<file path="config.mk">
export PLATFORM = sky130hd
export DESIGN_NAME = systolic_ctrl_flat
export DESIGN_NICKNAME = d
export VERILOG_FILES = /design/src/rtl/systolic_pkg.sv /design/src/rtl/systolic_ctrl_if.sv /design/src/rtl/systolic_acc_en_gen.sv /design/src/rtl/systolic_ctrl.sv /design/src/flat_wrapper.sv
export SDC_FILE = /design/constraint.sdc
export NUM_CORES = 1
export LEC_CHECK = 0
export ABC_AREA = 1
export CAP_MARGIN = 30
export CORE_ASPECT_RATIO = 1.5
export CORE_UTILIZATION = 24
export CTS_CLUSTER_DIAMETER = 100
export CTS_CLUSTER_SIZE = 8
export DETAILED_ROUTE_END_ITERATION = 8
export PLACE_DENSITY = 0.44
export SETUP_SLACK_MARGIN = 0.15
export SLEW_MARGIN = 20
export SYNTH_ARGS = -nofsm -noshare
export SYNTH_HDL_FRONTEND = slang
export SYNTH_SLANG_ARGS = --single-unit
</file>
<file path="constraint.sdc">
create_clock -name clk -period 4.35 [get_ports clk]
set_input_delay 0.87 -clock clk [delete_from_list [all_inputs] [get_ports clk]]
set_output_delay 0.87 -clock clk [all_outputs]
set_load 0.01 [all_outputs]
</file>
<file path="src/rtl/systolic_pkg.sv">
// ============================================================================
// Module  : systolic_pkg
// Brief   : Shared state encoding, default array dimensions and width helpers
//           for the systolic array sequencer, PE grid and operand buffers.
// Revision: 1.0 - initial release
// ============================================================================
`default_nettype none

package systolic_pkg;

    localparam int N_DEF      = 4;
    localparam int K_MAX_DEF  = 256;
    localparam int RD_LAT_DEF = 1;

    typedef enum logic [2:0] {
        IDLE  = 3'd0,
        CLEAR = 3'd1,
        FEED  = 3'd2,
        DRAIN = 3'd3,
        DONE  = 3'd4
    } ctrl_state_e;

    // Width able to hold any K in 0..K_MAX
    function automatic int klen_w(input int k_max);
        return $clog2(k_max + 1);
    endfunction

    function automatic int addr_w(input int k_max);
        return (k_max > 1) ? $clog2(k_max) : 1;
    endfunction

    // Step counter must reach K_MAX + RD_LAT + 2N - 3 without wrapping
    function automatic int step_w(input int k_max, input int rd_lat, input int n);
        return $clog2(k_max + rd_lat + 2 * n);
    endfunction

endpackage

`default_nettype wire

</file>
<file path="src/rtl/systolic_ctrl_if.sv">
// ============================================================================
// Module  : systolic_ctrl_if
// Brief   : Control/status bundle between the FFN layer control (master) and
//           the systolic sequencer (slave).
// Revision: 1.0 - initial release
// ============================================================================
`default_nettype none

interface systolic_ctrl_if
    import systolic_pkg::*;
#(
    parameter int N     = N_DEF,
    parameter int K_MAX = K_MAX_DEF
);
    localparam int KW = klen_w(K_MAX);
    localparam int AW = addr_w(K_MAX);

    logic            start_i;
    logic [KW-1:0]   k_len_i;
    logic            ack_i;
    logic            busy_o;
    logic            clr_o;
    logic            rd_en_o;
    logic [AW-1:0]   rd_addr_o;
    logic [N*N-1:0]  acc_en_o;
    logic            done_o;
    logic [31:0]     perf_cycles_o;

    modport master (
        output start_i, k_len_i, ack_i,
        input  busy_o, clr_o, rd_en_o, rd_addr_o, acc_en_o, done_o, perf_cycles_o
    );

    modport slave (
        input  start_i, k_len_i, ack_i,
        output busy_o, clr_o, rd_en_o, rd_addr_o, acc_en_o, done_o, perf_cycles_o
    );

endinterface

`default_nettype wire

</file>
<file path="src/rtl/systolic_acc_en_gen.sv">
// ============================================================================
// Module  : systolic_acc_en_gen
// Brief   : Combinational per-PE accumulate window: PE(i,j) is enabled while
//           0 <= t - RD_LAT - i - j <= K-1.
// Revision: 1.0 - initial release
// ============================================================================
`default_nettype none

module systolic_acc_en_gen
    import systolic_pkg::*;
#(
    parameter int N      = N_DEF,
    parameter int RD_LAT = RD_LAT_DEF,
    parameter int TW     = step_w(K_MAX_DEF, RD_LAT_DEF, N_DEF),
    parameter int KW     = klen_w(K_MAX_DEF)
)(
    input  wire logic [TW-1:0]  i_t,
    input  wire logic [KW-1:0]  i_k,
    input  wire logic           i_active,
    output logic [N*N-1:0]      o_acc_en
);

    // One spare bit so neither the offset nor K can alias the compare
    localparam int EW = ((TW > KW) ? TW : KW) + 1;

    generate
        for (genvar gi = 0; gi < N; gi++) begin : g_row
            for (genvar gj = 0; gj < N; gj++) begin : g_col
                localparam logic [EW-1:0] c_ofs = EW'(RD_LAT + gi + gj);
                logic [EW-1:0] w_t_ext;
                logic [EW-1:0] w_rel;

                assign w_t_ext = EW'(i_t);
                assign w_rel   = w_t_ext - c_ofs;
                assign o_acc_en[gi*N + gj] = i_active
                                           && (w_t_ext >= c_ofs)
                                           && (w_rel < EW'(i_k));
            end
        end
    endgenerate

endmodule

`default_nettype wire

</file>
<file path="src/rtl/systolic_ctrl.sv">
// ============================================================================
// Module  : systolic_ctrl
// Brief   : Sequencer for an N x N output-stationary systolic MAC array:
//           clear, K operand reads, skewed accumulate enables, drain, done.
//           Optional busy-cycle counter enabled by SYSTOLIC_CTRL_PERF_EN.
// Revision: 1.0 - initial release
// ============================================================================
`default_nettype none

module systolic_ctrl
    import systolic_pkg::*;
#(
    parameter int N      = N_DEF,
    parameter int K_MAX  = K_MAX_DEF,
    parameter int RD_LAT = RD_LAT_DEF
)(
    input  wire logic       clk,
    input  wire logic       rst,
    systolic_ctrl_if.slave  bus
);

    localparam int KW        = klen_w(K_MAX);
    localparam int AW        = addr_w(K_MAX);
    localparam int TW        = step_w(K_MAX, RD_LAT, N);
    localparam int DRAIN_LEN = RD_LAT + 2 * (N - 1);

    ctrl_state_e      r_state;
    logic [KW-1:0]    r_k;
    logic [TW-1:0]    r_t;
    logic             r_busy;
    logic             r_clr;
    logic             r_rd_en;
    logic [AW-1:0]    r_rd_addr;
    logic             r_done;

    logic [KW-1:0]    w_k_clamp;
    logic [TW-1:0]    w_t_inc;
    logic             w_feed_last;
    logic             w_drain_last;
    logic             w_active;
    logic [N*N-1:0]   w_acc_en;

    assign w_k_clamp    = (bus.k_len_i > KW'(K_MAX)) ? KW'(K_MAX) : bus.k_len_i;
    assign w_t_inc      = r_t + TW'(1);
    assign w_feed_last  = ((32'(r_t) + 32'd1) == 32'(r_k));
    assign w_drain_last = (32'(r_t) == (32'(r_k) + 32'(RD_LAT + 2 * N - 3)));
    assign w_active     = (r_state == FEED) || (r_state == DRAIN);

    always_ff @(posedge clk or posedge rst) begin
        if (rst) begin
            r_state   <= IDLE;
            r_k       <= '0;
            r_t       <= '0;
            r_busy    <= 1'b0;
            r_clr     <= 1'b0;
            r_rd_en   <= 1'b0;
            r_rd_addr <= '0;
            r_done    <= 1'b0;
        end else begin
            case (r_state)
                IDLE: begin
                    if (bus.start_i) begin
                        r_state <= CLEAR;
                        r_k     <= w_k_clamp;
                        r_busy  <= 1'b1;
                        r_clr   <= 1'b1;
                    end
                end
                CLEAR: begin
                    r_clr <= 1'b0;
                    r_t   <= '0;
                    if (r_k == '0) begin
                        r_state <= DONE;
                        r_done  <= 1'b1;
                    end else begin
                        r_state   <= FEED;
                        r_rd_en   <= 1'b1;
                        r_rd_addr <= '0;
                    end
                end
                FEED: begin
                    r_t <= w_t_inc;
                    if (w_feed_last) begin
                        r_rd_en   <= 1'b0;
                        r_rd_addr <= '0;
                        if (DRAIN_LEN == 0) begin
                            r_state <= DONE;
                            r_done  <= 1'b1;
                        end else begin
                            r_state <= DRAIN;
                        end
                    end else begin
                        r_rd_addr <= w_t_inc[AW-1:0];
                    end
                end
                DRAIN: begin
                    r_t <= w_t_inc;
                    if (w_drain_last) begin
                        r_state <= DONE;
                        r_done  <= 1'b1;
                    end
                end
                DONE: begin
                    // A start coinciding with ack is dropped: IDLE samples it next cycle
                    if (bus.ack_i) begin
                        r_state <= IDLE;
                        r_done  <= 1'b0;
                        r_busy  <= 1'b0;
                        r_t     <= '0;
                    end
                end
                default: begin
                    r_state   <= IDLE;
                    r_busy    <= 1'b0;
                    r_clr     <= 1'b0;
                    r_rd_en   <= 1'b0;
                    r_rd_addr <= '0;
                    r_done    <= 1'b0;
                    r_t       <= '0;
                end
            endcase
        end
    end

    systolic_acc_en_gen #(
        .N      (N),
        .RD_LAT (RD_LAT),
        .TW     (TW),
        .KW     (KW)
    ) u_acc_en_gen (
        .i_t      (r_t),
        .i_k      (r_k),
        .i_active (w_active),
        .o_acc_en (w_acc_en)
    );

    assign bus.busy_o    = r_busy;
    assign bus.clr_o     = r_clr;
    assign bus.rd_en_o   = r_rd_en;
    assign bus.rd_addr_o = r_rd_addr;
    assign bus.acc_en_o  = w_acc_en;
    assign bus.done_o    = r_done;

`ifdef SYSTOLIC_CTRL_PERF_EN
    logic [31:0] r_perf_cnt;
    logic [31:0] r_perf_out;
    logic [31:0] w_perf_inc;

    assign w_perf_inc = (&r_perf_cnt) ? r_perf_cnt : (r_perf_cnt + 32'd1);

    // The closing DONE cycle is still busy, so the published value includes it
    always_ff @(posedge clk or posedge rst) begin
        if (rst) begin
            r_perf_cnt <= '0;
            r_perf_out <= '0;
        end else begin
            if ((r_state == IDLE) && bus.start_i) begin
                r_perf_cnt <= '0;
            end else if (r_busy) begin
                r_perf_cnt <= w_perf_inc;
            end
            if ((r_state == DONE) && bus.ack_i) begin
                r_perf_out <= w_perf_inc;
            end
        end
    end

    assign bus.perf_cycles_o = r_perf_out;
`else
    assign bus.perf_cycles_o = 32'd0;
`endif

endmodule

`default_nettype wire

</file>
<file path="src/flat_wrapper.sv">
// flat-port wrapper written by rule: the top's interface ports become plain ports
module systolic_ctrl_flat import systolic_pkg::*;
#(
    parameter int N      = N_DEF,
    parameter int K_MAX  = K_MAX_DEF,
    parameter int RD_LAT = RD_LAT_DEF
)
  (clk, rst, bus_start_i, bus_k_len_i, bus_ack_i, bus_busy_o, bus_clr_o, bus_rd_en_o, bus_rd_addr_o, bus_acc_en_o, bus_done_o, bus_perf_cycles_o);
  systolic_ctrl_if #(.N(N), .K_MAX(K_MAX)) bus_i ();
  input  wire logic clk;
  input  wire logic rst;
  input wire logic [$bits(bus_i.start_i)-1:0] bus_start_i;
  input wire logic [$bits(bus_i.k_len_i)-1:0] bus_k_len_i;
  input wire logic [$bits(bus_i.ack_i)-1:0] bus_ack_i;
  output wire logic [$bits(bus_i.busy_o)-1:0] bus_busy_o;
  output wire logic [$bits(bus_i.clr_o)-1:0] bus_clr_o;
  output wire logic [$bits(bus_i.rd_en_o)-1:0] bus_rd_en_o;
  output wire logic [$bits(bus_i.rd_addr_o)-1:0] bus_rd_addr_o;
  output wire logic [$bits(bus_i.acc_en_o)-1:0] bus_acc_en_o;
  output wire logic [$bits(bus_i.done_o)-1:0] bus_done_o;
  output wire logic [$bits(bus_i.perf_cycles_o)-1:0] bus_perf_cycles_o;
  assign bus_i.start_i = bus_start_i;
  assign bus_i.k_len_i = bus_k_len_i;
  assign bus_i.ack_i = bus_ack_i;
  assign bus_busy_o = bus_i.busy_o;
  assign bus_clr_o = bus_i.clr_o;
  assign bus_rd_en_o = bus_i.rd_en_o;
  assign bus_rd_addr_o = bus_i.rd_addr_o;
  assign bus_acc_en_o = bus_i.acc_en_o;
  assign bus_done_o = bus_i.done_o;
  assign bus_perf_cycles_o = bus_i.perf_cycles_o;
  systolic_ctrl #(.N(N), .K_MAX(K_MAX), .RD_LAT(RD_LAT)) u_core (.clk(clk), .rst(rst), .bus(bus_i));
endmodule
</file>
==> key figures <==
Synth
  – Post-Synth Adder-Cell Area: 19.3%
  – Synth Cell Area: between 4000 and 5000 um2
  – Distinct cells, synth: 44
  – Largest family of logic cells by synthesized area: simple AND/OR/NAND/NOR gates
  – Ys flop type: dfrtp_1
  – Most instantiated cells after synthesis: 145 x nand2_1, 70 x ha_1, 67 x inv_1, 58 x nor2_1, 44 x buf_4
  – Xor/xnor share of the synthesized area: 7.33%
  – Area contributors post-synth: ha_1 19%, dfrtp_1 18%, nand2_1 12%
  – Syn. warnings: 0
  – Synth async-reset ratio: between 90% and 100%
  – Compound-Gate Fraction of Synth Area: 11.4%
  – Syn Inst Count: 657
  – Mapped Avg Cell Area: 6.91 um2
  – Yosys reg bits: 33
  – Synth top area share: 19.3%
  – Leading area contributor after synthesis: ha_1
  – Mux cell area share after synthesis: less than 1%
  – Top-count cell post-synth: nand2_1
  – Post-synth EDFFs: 0
  – Post-Synth Simple-Gate Area: 28.9%
  – Sequential share of the synthesized area: 18.2%

Timing
  – Final hold slack: 475 ps
  – RSZ-0062 raised after global routing: yes
  – Tightest Pin Transition: 944 ps
  – Final period utilization: 93.7%
  – Slew margin rel.: 36.8%
  – Final Slew Violations: 0
  – Final setup violation count: 0
  – Hold Vio Cnt, Final: 0
  – Setup_tns: 0 ps
  – FMAX: 0.245 GHz
  – Final Skew: 9.61 ps
  – Crit path time final: 4080 ps

Power and ir drop
  – Max VDD drop: 0.241 mV
  – Clock power share: 9.6%
  – Seq pwr share: 14.3%
  – Sw Pwr: 2.00 mW
  – Power density over the cells: 677 nW/um2
  – Leak pwr: ~2.6 nW
  – Int Pwr: 1.63 mW
  – Comb pwr share: 76.1%
  – Sw Ratio: 55.0%

Placed design
  – IO Port Bufs: 40
  – Post-DP HPWL: 12200 um
  – Routability cong.: 0.925

Detailed routing
  – Antenna viol nets, final: 0
  – Drt drc: 0
  – Starting DRC count in detailed routing: 161
  – Wirelength per Cell: about 16 um
  – Total routed wirelength: about 15000 um
  – Vias per inst: 4.55
  – Via count: 4361
  – TritonRoute pass-1 iters: 5

Worst setup path
  – Crit. End Element: primary output
  – Critical path class: flop to primary output
  – Worst Path Max Fanout: 6
  – Crit path DAT: about 3200 ps
  – R2R cell count: 12
  – Critical Path Start Type: flop
  – Worst endpoint required time: 3480 ps

Cells and area
  – Layout cells sized above 1: about a tenth
  – Layout overhead on the synthesized area: 18.2%
  – Utilization after layout: 28.9%
  – NumNets Final: 789
  – Filler cell count in the final layout: 2049
  – Ant. Diodes: 0

Floorplan
  – Vert. Die Dim: 170 um
  – I/O pin count: 73
  – Initial Util: 24.5%
  – Die X: 114 um
  – Core Area: ~19000 um2
  – Full die area: between 15000 and 20000 um2
  – Rows: just over 60

Global routing
  – Met2 Use GR: 32.0%
  – First-pass GRT wire length: between 20000 and 25000 um
  – Largest net degree at the start of global routing: 18
  – Global Route Usage Sum: between 10% and 20%
  – Vias in the first global route: 4246
  – Global route hottest layer: met2
  – M3 GR Usage: 0.997%
  – Total grt overflow: 0
  – GR Layer Usage met1: around 18%
  – Initial antenna violation count: 0

Outcome
  – Outcome: completed

Min path
  – Worst hold path type: flop to flop
  – Hold path depth: 1

Clock network
  – Hold Buf Count CTS: 0
  – Clock buffer depth: 2
  – Clock buffers created by TritonCTS: 5
  – Clock transition at the registers of the reported paths: 50 ps
  – CTS tree: built
  – Clk root buf: clkbuf_16
  – Clk sink count: 33
  – H-tree levels: 2
  – Clock Latency Late Sink: 280 ps

Job
  – Max_cap viols: 0
==> critical path, cell delays in order (launching register included) <==
cell,delay [ps]
dfrtp_2,450
clkinvlp_4,190
ha_2,440
inv_1,70
ha_1,300
a21oi_2,240
o21bai_1,110
a21oi_1,190
o21ai_0,100
nand2_1,60
nand3b_1,70
a21oi_1,130
clkdlybuf4s50_1,560
==> logic make-up (layout without fill, tap and decap cells) <==
group           count (synthesis)  after routing
mux                             1              1
flops                          33             33
compound gates                 91             91
buf+inv                       126            145
fa+ha+maj                      70             70
other cells                     1             32
xor+xnor                       38             38
simple gates                  297            297
==> layout by cell type, fill, tap and decap left out, types with 5 or more instances in the layout <==
master,Yosys,routed
nor2_1,58,56
clkdlybuf4s50_1,0,37
o21ai_0,33,32
dfrtp_1,33,31
nand2_1,145,145
o22ai_1,7,7
conb_1,1,32
clkbuf_16,0,5
nand2_2,7,7
inv_1,67,64
xor2_1,36,36
buf_4,44,23
nand4_1,11,11
a21oi_1,29,27
nor2_2,9,10
nor3_1,11,9
ha_1,70,68
o21ai_1,4,5
nand3_1,41,41
==> power by group through the flow <==
stage / registers [mW] / clock network [mW] / logic, mW
6_report: 0.520 / 0.349 / 2.76
5_1_grt: 0.530 / 0.369 / 3.20
4_1_cts: 0.518 / 0.358 / 2.75
3_5_place_dp: 0.522 / 0 / 2.72
3_3_place_gp: 0.521 / 0 / 2.73
2_1_floorplan: 0.501 / 0 / 1.91
==> worst paths after layout <==
kind                                     from                  to  slack (ps)
setup reg to reg                u_core.r_t[0]  u_core.bus.rd_en_o        1890
min in group asynchronous                 rst       u_core.r_t[6]         880
hold reg to reg            u_core.bus.rd_en_o  u_core.bus.rd_en_o         480
setup / recovery                u_core.r_t[1]     bus_acc_en_o[0]         270
max in group asynchronous                 rst       u_core.r_t[1]        2940
hold / removal             u_core.bus.rd_en_o  u_core.bus.rd_en_o         480
==> flip-flops by register name, summed over array words and instances (netlist names) <==
signal                flops
u_core.bus.busy_o         1
u_core.bus.clr_o          1
u_core.bus.done_o         1
u_core.bus.rd_addr_o      8
u_core.bus.rd_en_o        1
u_core.r_k                9
u_core.r_state            3
u_core.r_t                9
==> cell type report <==
cell class                      instances  area [um2]  share of cell area, %
Tap cell                              252         315                   5.87
Inverter                               73         283                   5.27
Clock inverter                          2        10.0                  0.186
Clock buffer                            6         129                   2.40
Sequential cell                        33         828                   15.4
Timing Repair Buffer                   64         596                   11.1
Multi-Input combinational cell        529        3210                   59.7
==> per-stage QoR <==
stage | instance area, um2 | cells | worst slack (ps) | power (mW)
floorplan | 4660 | 688 | 663 | 2.41
global placement | 5130 | 946 | 256 | 3.25
detailed placement | 5140 | 947 | 303 | 3.24
CTS | 5290 | 955 | 72.4 | 3.63
global route | 5370 | 959 | 80.3 | 4.10
finish | 5370 | 959 | 275 | 3.63
==> layer usage <==
layer	vias up	part of all wire, %
met5	-	0
met4	0	2.9
met3	24	2.2
met2	106	55
met1	2037	40
li1	2194	-
==> what timing repair did <==
action,CTS,global route
gates cloned,0,0
resized for setup,2,18
setup endpoints to repair,7,13
buffers inserted,0,4
hold endpoints to repair,0,0
No activity file was read; power rests on OpenSTA's default activity.
